===== src/rtl/sa_sequencer_if.sv =====
// Signal bundle between sa_sequencer, its weight/feature buffers and the systolic array.
// Perf counter signals exist only when SA_SEQ_PERF_CNT_EN is defined.
interface sa_sequencer_if #(
    parameter int unsigned N_ROWS_ARRAY = 4,
    parameter int unsigned N_COLS_ARRAY = 4,
    parameter int unsigned I_WIDTH      = 8,
    parameter int unsigned F_WIDTH      = 8,
    parameter int unsigned CNT_WIDTH    = 8
);
    logic                             start_i;
    logic [CNT_WIDTH-1:0]             num_w_i;
    logic [CNT_WIDTH-1:0]             num_vec_i;
    logic [N_COLS_ARRAY*F_WIDTH-1:0]  w_data_i;
    logic                             w_valid_i;
    logic                             w_ready_o;
    logic [N_ROWS_ARRAY*I_WIDTH-1:0]  f_data_i;
    logic                             f_valid_i;
    logic                             f_ready_o;
    logic                             load_o;
    logic                             ready_o;
    logic [N_ROWS_ARRAY-1:0]          start_op_o;
    logic [N_COLS_ARRAY*F_WIDTH-1:0]  f_weight_o;
    logic [N_ROWS_ARRAY*I_WIDTH-1:0]  in_feature_o;
    logic                             result_valid_o;
    logic                             busy_o;
    logic                             done_o;
    logic                             underrun_o;
`ifdef SA_SEQ_PERF_CNT_EN
    logic [31:0]                      cycle_cnt_o;
    logic [31:0]                      stall_cnt_o;
`endif

    modport master (
        output start_i, num_w_i, num_vec_i, w_data_i, w_valid_i, f_data_i, f_valid_i,
        input  w_ready_o, f_ready_o, load_o, ready_o, start_op_o, f_weight_o, in_feature_o,
        input  result_valid_o, busy_o, done_o, underrun_o
`ifdef SA_SEQ_PERF_CNT_EN
        , input cycle_cnt_o, stall_cnt_o
`endif
    );

    modport slave (
        input  start_i, num_w_i, num_vec_i, w_data_i, w_valid_i, f_data_i, f_valid_i,
        output w_ready_o, f_ready_o, load_o, ready_o, start_op_o, f_weight_o, in_feature_o,
        output result_valid_o, busy_o, done_o, underrun_o
`ifdef SA_SEQ_PERF_CNT_EN
        , output cycle_cnt_o, stall_cnt_o
`endif
    );
endinterface


===== src/rtl/sa_sequencer.sv =====
// One-pass controller for the systolic array: weight load, ready pulse, skewed feature
// streaming and drain. Optional busy/stall counters when SA_SEQ_PERF_CNT_EN is defined.
module sa_sequencer #(
    parameter int unsigned N_ROWS_ARRAY = 4,
    parameter int unsigned N_COLS_ARRAY = 4,
    parameter int unsigned I_WIDTH      = 8,
    parameter int unsigned F_WIDTH      = 8,
    parameter int unsigned CNT_WIDTH    = 8,
    parameter int unsigned RES_LAT      = 2
) (
    input logic           clk_i,
    input logic           rst_i,
    sa_sequencer_if.slave bus
);
    localparam int unsigned VLAT = RES_LAT + N_ROWS_ARRAY - 1;
    localparam logic [CNT_WIDTH-1:0] CNT_ONE = 1;

    typedef enum logic [2:0] {StIdle, StLoad, StReady, StStream, StDrain, StDone} state_e;

    state_e                          r_state, w_state_next;
    logic [CNT_WIDTH-1:0]            r_num_w, r_num_v, r_w_cnt, r_v_cnt;
    logic                            r_load, r_ready, r_underrun;
    logic [N_ROWS_ARRAY-1:0]         r_start_op;
    logic [N_COLS_ARRAY*F_WIDTH-1:0] r_f_weight;
    logic [VLAT-1:0]                 r_vsr;
    logic [N_ROWS_ARRAY*I_WIDTH-1:0] w_in_feature;
    logic                            w_start, w_w_acc, w_f_acc;
    logic                            w_w_ready, w_f_ready, w_busy, w_done;

    assign w_start = (r_state == StIdle) && bus.start_i;
    assign w_w_acc = (r_state == StLoad) && bus.w_valid_i;
    assign w_f_acc = (r_state == StStream) && bus.f_valid_i;

    always_ff @(posedge clk_i or posedge rst_i) begin
        if (rst_i) r_state <= StIdle;
        else       r_state <= w_state_next;
    end

    always_comb begin
        w_state_next = r_state;
        case (r_state)
            StIdle:   if (bus.start_i) w_state_next = (bus.num_w_i == '0) ? StReady : StLoad;
            StLoad:   if (w_w_acc && (r_w_cnt + CNT_ONE == r_num_w)) w_state_next = StReady;
            StReady:  w_state_next = (r_num_v == '0) ? StDrain : StStream;
            StStream: if (w_f_acc && (r_v_cnt + CNT_ONE == r_num_v)) w_state_next = StDrain;
            StDrain:  if ((&r_start_op) && (r_vsr == '0)) w_state_next = StDone;
            StDone:   w_state_next = StIdle;
            default:  w_state_next = StIdle;
        endcase
    end

    always_comb begin
        w_w_ready = (r_state == StLoad);
        w_f_ready = (r_state == StStream);
        w_busy    = (r_state != StIdle);
        w_done    = (r_state == StDone);
    end

    always_ff @(posedge clk_i or posedge rst_i) begin
        if (rst_i) begin
            r_num_w    <= '0;
            r_num_v    <= '0;
            r_w_cnt    <= '0;
            r_v_cnt    <= '0;
            r_load     <= 1'b0;
            r_ready    <= 1'b0;
            r_underrun <= 1'b0;
            r_start_op <= '0;
            r_f_weight <= '0;
        end else begin
            r_load  <= 1'b0;
            r_ready <= 1'b0;
            case (r_state)
                StIdle: begin
                    if (bus.start_i) begin
                        r_num_w    <= bus.num_w_i;
                        r_num_v    <= bus.num_vec_i;
                        r_w_cnt    <= '0;
                        r_v_cnt    <= '0;
                        r_underrun <= 1'b0;
                    end
                end
                StLoad: begin
                    if (w_w_acc) begin
                        r_f_weight <= bus.w_data_i;
                        r_load     <= 1'b1;
                        r_w_cnt    <= r_w_cnt + CNT_ONE;
                    end
                end
                StReady: begin
                    r_ready    <= 1'b1;
                    r_f_weight <= '0;
                end
                StStream: begin
                    // Staircase: bit r goes high together with row r's first skewed element
                    r_start_op <= (r_start_op << 1) | N_ROWS_ARRAY'(1);
                    if (w_f_acc) r_v_cnt    <= r_v_cnt + CNT_ONE;
                    else         r_underrun <= 1'b1;
                end
                StDrain: r_start_op <= (r_start_op << 1) | N_ROWS_ARRAY'(1);
                StDone:  r_start_op <= '0;
                default: ;
            endcase
        end
    end

    always_ff @(posedge clk_i or posedge rst_i) begin
        if (rst_i) r_vsr <= '0;
        else       r_vsr <= {r_vsr[VLAT-2:0], w_f_acc};
    end

    // Row r: r skew stages plus the output register; bubbles and drain inject zeros.
    for (genvar gr = 0; gr < N_ROWS_ARRAY; gr++) begin : g_row
        logic [I_WIDTH-1:0] w_row_in;
        logic [I_WIDTH-1:0] r_pipe [gr+1];

        assign w_row_in = w_f_acc ? bus.f_data_i[gr*I_WIDTH +: I_WIDTH] : '0;

        always_ff @(posedge clk_i or posedge rst_i) begin
            if (rst_i) begin
                for (int k = 0; k <= gr; k++) r_pipe[k] <= '0;
            end else begin
                r_pipe[0] <= w_row_in;
                for (int k = 1; k <= gr; k++) r_pipe[k] <= r_pipe[k-1];
            end
        end

        assign w_in_feature[gr*I_WIDTH +: I_WIDTH] = r_pipe[gr];
    end

`ifdef SA_SEQ_PERF_CNT_EN
    logic [31:0] r_cycle_cnt, r_stall_cnt;
    logic        w_stall;

    assign w_stall = ((r_state == StLoad) && !bus.w_valid_i) ||
                     ((r_state == StStream) && !bus.f_valid_i);

    always_ff @(posedge clk_i or posedge rst_i) begin
        if (rst_i) begin
            r_cycle_cnt <= '0;
            r_stall_cnt <= '0;
        end else if (w_start) begin
            r_cycle_cnt <= '0;
            r_stall_cnt <= '0;
        end else begin
            if (w_busy && (r_cycle_cnt != '1)) r_cycle_cnt <= r_cycle_cnt + 32'd1;
            if (w_stall && (r_stall_cnt != '1)) r_stall_cnt <= r_stall_cnt + 32'd1;
        end
    end

    assign bus.cycle_cnt_o = r_cycle_cnt;
    assign bus.stall_cnt_o = r_stall_cnt;
`endif

    assign bus.w_ready_o      = w_w_ready;
    assign bus.f_ready_o      = w_f_ready;
    assign bus.busy_o         = w_busy;
    assign bus.done_o         = w_done;
    assign bus.load_o         = r_load;
    assign bus.ready_o        = r_ready;
    assign bus.start_op_o     = r_start_op;
    assign bus.f_weight_o     = r_f_weight;
    assign bus.in_feature_o   = w_in_feature;
    assign bus.result_valid_o = r_vsr[VLAT-1];
    assign bus.underrun_o     = r_underrun;
endmodule


===== src/flat_wrapper.sv =====
// flat-port wrapper written by rule: the top's interface ports become plain ports
module sa_sequencer_flat 
#(
    parameter int unsigned N_ROWS_ARRAY = 4,
    parameter int unsigned N_COLS_ARRAY = 4,
    parameter int unsigned I_WIDTH      = 8,
    parameter int unsigned F_WIDTH      = 8,
    parameter int unsigned CNT_WIDTH    = 8,
    parameter int unsigned RES_LAT      = 2
)
  (clk_i, rst_i, bus_start_i, bus_num_w_i, bus_num_vec_i, bus_w_data_i, bus_w_valid_i, bus_f_data_i, bus_f_valid_i, bus_w_ready_o, bus_f_ready_o, bus_load_o, bus_ready_o, bus_start_op_o, bus_f_weight_o, bus_in_feature_o, bus_result_valid_o, bus_busy_o, bus_done_o, bus_underrun_o);
  sa_sequencer_if #(.N_ROWS_ARRAY(N_ROWS_ARRAY), .N_COLS_ARRAY(N_COLS_ARRAY), .I_WIDTH(I_WIDTH), .F_WIDTH(F_WIDTH), .CNT_WIDTH(CNT_WIDTH)) bus_i ();
  input logic clk_i;
  input logic rst_i;
  input wire logic [$bits(bus_i.start_i)-1:0] bus_start_i;
  input wire logic [$bits(bus_i.num_w_i)-1:0] bus_num_w_i;
  input wire logic [$bits(bus_i.num_vec_i)-1:0] bus_num_vec_i;
  input wire logic [$bits(bus_i.w_data_i)-1:0] bus_w_data_i;
  input wire logic [$bits(bus_i.w_valid_i)-1:0] bus_w_valid_i;
  input wire logic [$bits(bus_i.f_data_i)-1:0] bus_f_data_i;
  input wire logic [$bits(bus_i.f_valid_i)-1:0] bus_f_valid_i;
  output wire logic [$bits(bus_i.w_ready_o)-1:0] bus_w_ready_o;
  output wire logic [$bits(bus_i.f_ready_o)-1:0] bus_f_ready_o;
  output wire logic [$bits(bus_i.load_o)-1:0] bus_load_o;
  output wire logic [$bits(bus_i.ready_o)-1:0] bus_ready_o;
  output wire logic [$bits(bus_i.start_op_o)-1:0] bus_start_op_o;
  output wire logic [$bits(bus_i.f_weight_o)-1:0] bus_f_weight_o;
  output wire logic [$bits(bus_i.in_feature_o)-1:0] bus_in_feature_o;
  output wire logic [$bits(bus_i.result_valid_o)-1:0] bus_result_valid_o;
  output wire logic [$bits(bus_i.busy_o)-1:0] bus_busy_o;
  output wire logic [$bits(bus_i.done_o)-1:0] bus_done_o;
  output wire logic [$bits(bus_i.underrun_o)-1:0] bus_underrun_o;
  assign bus_i.start_i = bus_start_i;
  assign bus_i.num_w_i = bus_num_w_i;
  assign bus_i.num_vec_i = bus_num_vec_i;
  assign bus_i.w_data_i = bus_w_data_i;
  assign bus_i.w_valid_i = bus_w_valid_i;
  assign bus_i.f_data_i = bus_f_data_i;
  assign bus_i.f_valid_i = bus_f_valid_i;
  assign bus_w_ready_o = bus_i.w_ready_o;
  assign bus_f_ready_o = bus_i.f_ready_o;
  assign bus_load_o = bus_i.load_o;
  assign bus_ready_o = bus_i.ready_o;
  assign bus_start_op_o = bus_i.start_op_o;
  assign bus_f_weight_o = bus_i.f_weight_o;
  assign bus_in_feature_o = bus_i.in_feature_o;
  assign bus_result_valid_o = bus_i.result_valid_o;
  assign bus_busy_o = bus_i.busy_o;
  assign bus_done_o = bus_i.done_o;
  assign bus_underrun_o = bus_i.underrun_o;
  sa_sequencer #(.N_ROWS_ARRAY(N_ROWS_ARRAY), .N_COLS_ARRAY(N_COLS_ARRAY), .I_WIDTH(I_WIDTH), .F_WIDTH(F_WIDTH), .CNT_WIDTH(CNT_WIDTH), .RES_LAT(RES_LAT)) u_core (.clk_i(clk_i), .rst_i(rst_i), .bus(bus_i));
endmodule

===== config.mk =====
export PLATFORM = sky130hd
export DESIGN_NAME = sa_sequencer_flat
export DESIGN_NICKNAME = d
export VERILOG_FILES = /design/src/rtl/sa_sequencer_if.sv /design/src/rtl/sa_sequencer.sv /design/src/flat_wrapper.sv
export SDC_FILE = /design/constraint.sdc
export NUM_CORES = 1
export LEC_CHECK = 0
export CELL_PAD_IN_SITES_DETAIL_PLACEMENT = 0
export CELL_PAD_IN_SITES_GLOBAL_PLACEMENT = 1
export CORE_MARGIN = 2
export CORE_UTILIZATION = 39
export CTS_BUF_LIST = sky130_fd_sc_hd__clkbuf_8
export DETAILED_ROUTE_END_ITERATION = 8
export PLACE_DENSITY_LB_ADDON = 0.08
export SLEW_MARGIN = 20
export SYNTH_ARGS = -nofsm -noshare
export SYNTH_HDL_FRONTEND = slang
export SYNTH_SLANG_ARGS = --single-unit

===== constraint.sdc =====
create_clock -name clk_i -period 6.8 [get_ports clk_i]
set_input_delay 0.68 -clock clk_i [delete_from_list [all_inputs] [get_ports clk_i]]
set_output_delay 0.68 -clock clk_i [all_outputs]
set_load 0.02 [all_outputs]

==> flow_summary.json, run 1 <==
{
  "status": "completed",
  "setup_violations": 0,
  "floorplan.initialDensity_pct": 40.1,
  "clockRootBuffer": "clkbuf_8",
  "worst_clock_skew_ps": 15.9,
  "finalPower_mw": 3.10,
  "post_synth_instance_area_mm2": 0.00615,
  "clock_latency_ps": 460,
  "numCtsBuffers": 17,
  "setup.worst_path.start_class": "flop",
  "post-dp-hpwl_um": 9130,
  "synth_top_area_cell": "dfrtp_1",
  "worstHoldPathType": "reg -> reg",
  "grt_overflow_total": 0,
  "largest_net_degree_at_the_start_of_global_routing": 109,
  "final_util_pct": 53.4,
  "synth_async_sr_flop_share_pct": 100,
  "sequentialPowerShare_pct": 43.7,
  "critical_path.reg2reg.endpoint": "u_core.r_v_cnt[2]$_DFFE_PP0P_",
  "power_density_mw_per_mm2": 379,
  "r2r_cells": 6,
  "die_h_um": 130,
  "critical_path.endpoint": "bus_f_ready_o",
  "synth_seq_area_share_pct": 64.7,
  "clk_transition_reported_paths_ps": 100,
  "worst_path_max_delay_cell": "clkdlybuf4s50_1",
  "design.die.area_mm2": 0.0168,
  "timing.critical_path.depth": 3,
  "timing.fmax_mhz": 348,
  "maxSlewHeadroom_pct": 34.1,
  "syn_area_per_cell_um2": 10.8,
  "cts_hold_buffers": 0,
  "initialDrtViolationCount": 255,
  "post_route_cells_drive_above_1_share_pct": 6.15,
  "cp.buffers_inverters": 1,
  "crit_path_start": "u_core.r_state[2]$_DFFE_PP0P_",
  "detail_route.drc_violations": 0,
  "grt_first_pass_wirelength_um": 21100,
  "die_width_um": 130,
  "synth.top_cells.by_area": "dfrtp_1, nand2_1, o21ai_0",
  "synth.area.mux_share_pct": 0.326,
  "number_of_global_route_vias_before_repair": 4219,
  "rrSetupSlack_ps": 3950,
  "synth_enable_flop_cells": 0,
  "synthCells": 569,
  "final_clock_period_utilization_by_the_worst_path_pct": 42.3,
  "power.combinational.fraction_pct": 33.2,
  "critPathArrivalTime_ps": 2190,
  "ant_nets": 0,
  "critical_path_cell_list": "and2b_2 -> and2_1 -> clkdlybuf4s50_1",
  "area_growth_pct": 33.0,
  "clock_power_share_pct": 23.1,
  "synth_xor_xnor_area_share_pct": 2.99,
  "yosys_warnings": 0,
  "dominantRegCellSynth": "dfrtp_1",
  "tritoncts_num_sinks": 159,
  "tightest_slew_ps": 987,
  "timing.final.crit_period_ps": 2870,
  "placeableCoreArea_mm2": 0.0153,
  "firstDrtPassIters": 5,
  "cp_max_fo": 13,
  "routed_via_density": 4.60,
  "type_of_the_setup_path_with_the_least_slack": "reg -> out",
  "maxCapViolations": 0,
  "num_antenna_cells": 0,
  "clk_path_buf_depth": 2,
  "route.vias.total": 4256,
  "adder_cell_area_share_of_the_yosys_netlist_pct": 0.407,
  "power_switching_mw": 1.15,
  "fp-row-count": 45,
  "grt_setup_unrepaired": "no",
  "post_synth_and_or_nand_nor_area_fraction_pct": 17.8,
  "postSynthNetCount": 656,
  "synth_top_family_by_area": "simple AND/OR/NAND/NOR gates",
  "synth_top_area_share_pct": 64.7,
  "cts.repair_timing.setup_buffer_count": 0,
  "cp_slowest_stage_delay_ps": 630,
  "num-nets-final": 789,
  "synth_cell_type_count": 45,
  "grtUsageTotal_pct": 16.4,
  "cellInternalPower_mw": 1.95,
  "synth.ff_latch_count": 159,
  "p_sw_share_pct": 37.3,
  "synth_compound_gate_area_share_pct": 8.26,
  "cts_tree": "built",
  "htree_num_levels": 4,
  "place.gp.congestion": 0.812,
  "cp.required_ps": 6120,
  "worst_ir_drop_on_vdd_v": 0.000201,
  "final_hold_viol_count": 0,
  "worst_r2r_src": "u_core.r_state[2]$_DFFE_PP0P_",
  "finalMaxSlewViolations": 0,
  "leakagePower_nw": 3.71,
  "worstSetupEndpointType": "output pin",
  "postRouteWirelength_um": 13100,
  "critical_path.top_delay_family": "buffers and inverters",
  "finalSetupTns_ps": 0,
  "ios": 161,
  "antenna_found_initial": 0,
  "cts-resized-gates": 0,
  "portBuffers": 160,
  "routed_wire_length_per_instance_um": 14.1
}
## sequential cells by signal, summed over array words and instances (netlist names)
name / count
u_core.r_state: 3
u_core.r_v_cnt: 8
u_core.bus.load_o: 1
u_core.r_num_w: 8
u_core.g_row.r_pipe: 56
u_core.r_vsr: 5
u_core.bus.ready_o: 1
u_core.r_num_v: 8
u_core.r_w_cnt: 8
u_core.bus.start_op_o: 4
u_core.bus.in_feature_o: 24
u_core.bus.f_weight_o: 32
u_core.bus.underrun_o: 1
## worst min path at each step
stage / startpoint / endpoint / slack [ps] / cells past startpoint
floorplan: u_core.g_row[1].r_pipe[10]$_DFF_PP0_ / u_core.bus.in_feature_o[10]$_DFF_PP0_ / 330 / 0
global placement: u_core.g_row[3].r_pipe[20]$_DFF_PP0_ / u_core.g_row[3].r_pipe[12]$_DFF_PP0_ / 330 / 0
detailed placement: u_core.g_row[1].r_pipe[11]$_DFF_PP0_ / u_core.bus.in_feature_o[11]$_DFF_PP0_ / 330 / 0
CTS: u_core.g_row[1].r_pipe[11]$_DFF_PP0_ / u_core.bus.in_feature_o[11]$_DFF_PP0_ / 350 / 0
global route: u_core.g_row[3].r_pipe[24]$_DFF_PP0_ / u_core.g_row[3].r_pipe[16]$_DFF_PP0_ / 360 / 0
finish: u_core.g_row[1].r_pipe[11]$_DFF_PP0_ / u_core.bus.in_feature_o[11]$_DFF_PP0_ / 350 / 0
## synthesized netlist by cell type, drive strengths merged, types with 3 or more instances
library cell	instances
inv	9
o31ai	5
nand2b	3
xnor2	13
a22oi	3
and3	5
xor2	8
dfrtp	159
nand3	9
nand2	141
o21ai	62
buf	36
nor3	6
nor2	22
a21oi	6
nor4	7
clkbuf	13
and2	37
## power groups by stage
stage	registers (mW)	logic (mW)	clock network (mW)
2_1_floorplan	1.44	0.567	0
3_3_place_gp	1.37	1.03	0
3_5_place_dp	1.38	1.04	0
4_1_cts	1.36	1.05	0.744
5_1_grt	1.39	1.15	0.790
6_report	1.35	1.03	0.716
## cell usage in the layout (no fill, tap or decap), types with 3 or more instances in the layout
cell type	count
a21oi_1	6
a22oi_1	3
and2_1	36
and3_2	3
buf_4	3
clkbuf_8	17
clkdlybuf4s50_1	160
clkinv_8	7
dfrtp_1	159
inv_1	7
inv_6	3
inv_8	3
nand2_1	141
nand2b_1	3
nand3_1	8
nor2_1	22
nor3_1	5
nor4_1	7
o21ai_0	62
o31ai_1	5
xnor2_1	13
xor2_1	8
## cell type report
class / count / area (um^2)
clock inverters: 15 / 206
flip-flops and latches: 159 / 3980
multi-input cells: 352 / 1830
inverters: 9 / 38.8
fillers: 1415 / 7140
clock buffers: 17 / 234
repair buffers: 163 / 1620
well taps: 211 / 264
## routing by layer
metal / up-vias / GRT usage (%) / wire length (um)
met4: 0 / 5.44 / 137
met5: - / 0 / 0
met3: 14 / 4.83 / 691
met2: 98 / 25.9 / 6300
li1: 2111 / - / -
met1: 2033 / 21.8 / 5940
## through the flow
stage | instance area [um^2] | setup WS, ps | hold slack, ps | cells
final | 8180 | 3930 | 346 | 926
after CTS | 8180 | 3840 | 348 | 926
after global routing | 8180 | 3560 | 355 | 926
after detailed placement | 7740 | 3560 | 335 | 894
after floorplan | 6150 | 1830 | 331 | 569
after global placement | 7740 | 3670 | 331 | 894
## cells by family after synthesis
family                   Yosys count
AO/OA/AOI/OAI                     89
XOR/XNOR                          21
adder cells (fa/ha/maj)            2
buffers and inverters             58
flip-flops                       159
multiplexers                       2
AND/OR/NAND/NOR                  238
No activity file was read; power rests on OpenSTA's default activity.
==> inputs of run 2 (changes only) <==
Settings changed: CORE_UTILIZATION 39 to 35.
Clock period 6.8 ns to 2.3 ns, I/O delays scaled along.
==> run 2 against run 1 <==
  * Clock skew down 4.8 ps
  * Sequential share of layout area down 0.51 points
  * Global-route usage down 1.8 points
  * Via count about the same
  * Critical path depth did not move
  * Non-clock buffer count up 8
  * Clock-buffer cell count stayed put
  * Critical endpoint unchanged
  * Clock power grew to 3.1 times the previous value
==> flow_summary.json, run 2 (synthesis results as in run 1) <==
{
  "status": "completed",
  "antenna_found_initial": 0,
  "post-place-ws_ps": 257,
  "num-nets-final": 797,
  "place.gp.congestion": 0.795,
  "detail_route.drc_violations": 0,
  "power_density_mw_per_mm2": 1130,
  "ios": 161,
  "clk_transition_reported_paths_ps": 90,
  "routed_wire_length_per_instance_um": 13.6,
  "initialDrtViolationCount": 193,
  "die_width_um": 137,
  "cts_hold_buffers": 0,
  "post_route_cells_drive_above_1_share_pct": 7.48,
  "setup_violations": 0,
  "maxCapViolations": 0,
  "design.die.area_mm2": 0.0186,
  "grt_overflow_total": 0,
  "clockRootBuffer": "clkbuf_8",
  "htree_num_levels": 4,
  "critPathArrivalTime_ps": 1940,
  "register_area_mm2": 0.00398,
  "num_antenna_cells": 0,
  "placed_cell_area_mm2": 0.00784,
  "post-route-cell-area_mm2": 0.00827,
  "grt_first_pass_wirelength_um": 21200,
  "worst_path_max_delay_cell": "clkdlybuf4s50_1",
  "finalMaxSlewViolations": 0,
  "sequentialPowerShare_pct": 42.9,
  "area_growth_pct": 34.5,
  "clk_path_buf_depth": 2,
  "fill_cells": 1606,
  "routed_via_density": 4.50,
  "timing.fmax_mhz": 461,
  "most_common_library_cell_in_the_layout_ignoring_fill_and_taps": "clkdlybuf4s50_1",
  "ant_nets": 0,
  "largest-register": "u_core.g_row.r_pipe",
  "maxSlewHeadroom_pct": 58.7,
  "floorplan.initialDensity_pct": 35.7,
  "cp.required_ps": 2070,
  "worst_clock_skew_ps": 11.1,
  "numCtsBuffers": 17,
  "worstSetupEndpointType": "output pin",
  "cts_tree": "built",
  "critical_path.top_delay_family": "buffers and inverters",
  "power.combinational.fraction_pct": 33.3,
  "power_switching_mw": 3.26,
  "holdWs_ps": 319,
  "placeableCoreArea_mm2": 0.0172,
  "portBuffers": 160,
  "postRouteWirelength_um": 12900,
  "flip_flop_count_of_the_largest_register_all_copies_and_words_added": 56,
  "setup_slack_ps": 133,
  "fp-row-count": 48,
  "cp_slowest_stage_delay_ps": 640,
  "cts.repair_timing.setup_buffer_count": 0,
  "finalSetupTns_ps": 0,
  "timing.final.crit_period_ps": 2170,
  "cp_max_fo": 9,
  "final_util_pct": 48.0,
  "final_hold_viol_count": 0,
  "clock_latency_ps": 430,
  "type_of_the_setup_path_with_the_least_slack": "reg -> out",
  "tritoncts_num_sinks": 159,
  "most_frequent_cells_in_the_layout": "clkdlybuf4s50_1, dfrtp_1, nand2_1",
  "route.vias.total": 4260,
  "setup.worst_path.start_class": "flop",
  "grt_setup_unrepaired": "no",
  "final_clock_period_utilization_by_the_worst_path_pct": 94.2,
  "largest_net_degree_at_the_start_of_global_routing": 115,
  "worstHoldPathType": "in -> reg",
  "cellInternalPower_mw": 6.06,
  "leakagePower_nw": 3.77,
  "critical_path_cell_list": "and2b_2 -> and2_1 -> clkdlybuf4s50_1",
  "number_of_global_route_vias_before_repair": 4238,
  "p_sw_share_pct": 35.0,
  "worst_ir_drop_on_vdd_v": 0.000405,
  "post-dp-hpwl_um": 8940,
  "cp.buffers_inverters": 1,
  "tightest_slew_ps": 620,
  "multiInputGateArea_mm2": 0.00183,
  "grtUsageTotal_pct": 14.6,
  "die_h_um": 137,
  "firstDrtPassIters": 5,
  "clock_power_share_pct": 23.8
}
run 2: layer usage:
| metal | wire, um | track usage, % | part of all wire [%] |
|---|---|---|---|
| met3 | 732 | 4.11 | 5.7 |
| met4 | 108 | 4.69 | 0.84 |
| met5 | 0 | 0 | 0 |
| met1 | 5960 | 20.1 | 46 |
| met2 | 6070 | 22.4 | 47 |
run 2: path summary, 6_finish.rpt:
kind	startpoint	end	depth (start not counted)	slack, ps
max	u_core.r_state[0]$_DFFE_PP0P_	bus_f_ready_o	3	130
max reg2reg	u_core.r_w_cnt[0]$_DFFE_PP0P_	u_core.r_state[1]$_DFFE_PP0P_	7	250
min reg2reg	u_core.g_row[3].r_pipe[23]$_DFF_PP0_	u_core.g_row[3].r_pipe[15]$_DFF_PP0_	0	350
min	bus_num_vec_i[3]	u_core.r_num_v[3]$_DFFE_PP0P_	3	320
max in group asynchronous	rst_i	u_core.bus.f_weight_o[30]$_DFFE_PP0P_	3	1490
min in group asynchronous	rst_i	u_core.r_v_cnt[3]$_DFFE_PP0P_	3	330
run 2: metrics by stage:
| step | std cells | power, mW |
|---|---|---|
| detailed placement | 916 | 7.23 |
| global route | 947 | 10.0 |
| floorplan | 569 | 5.93 |
| finish | 947 | 9.32 |
| CTS | 947 | 9.50 |
| global placement | 916 | 7.18 |
run 2: layout make-up:
cell class	instances	share of cell area, %
clock buffer	17	2.83
inverter	9	0.454
sequential	159	48.1
multi-input combinational	352	22.1
clock inverter	14	2.34
timing repair buffer	171	20.7
tap	225	3.40
run 2: power by group through the flow:
| stage | combinational, mW | sequential (mW) | clock (mW) |
|---|---|---|---|
| 3_5_place_dp | 3.17 | 4.07 | 0 |
| 4_1_cts | 3.17 | 4.01 | 2.32 |
| 5_1_grt | 3.47 | 4.10 | 2.43 |
| 3_3_place_gp | 3.15 | 4.03 | 0 |
| 6_report | 3.11 | 4.00 | 2.21 |
| 2_1_floorplan | 1.68 | 4.26 | 0 |
run 2: timing repair:
action / CTS / global route
pin swaps: 0 / 0
gates resized for setup: 3 / 1
hold endpoints to repair: 0 / 0
setup endpoints to repair: 3 / 1
run 2: worst reg2reg max path: cells and delay by family, from the launching register on:
kind	cells	cell delay, ps
AO/OA/AOI/OAI	3	650
adder cells (fa/ha/maj)	1	280
AND/OR/NAND/NOR	3	600
flip-flops	1	430
==> inputs of run 3 (changes only) <==
Settings changed: GPL_ROUTABILITY_DRIVEN from default to 0.
==> results of run 3 <==
The final DEF is identical to that of run 2; final timing and power are the same.
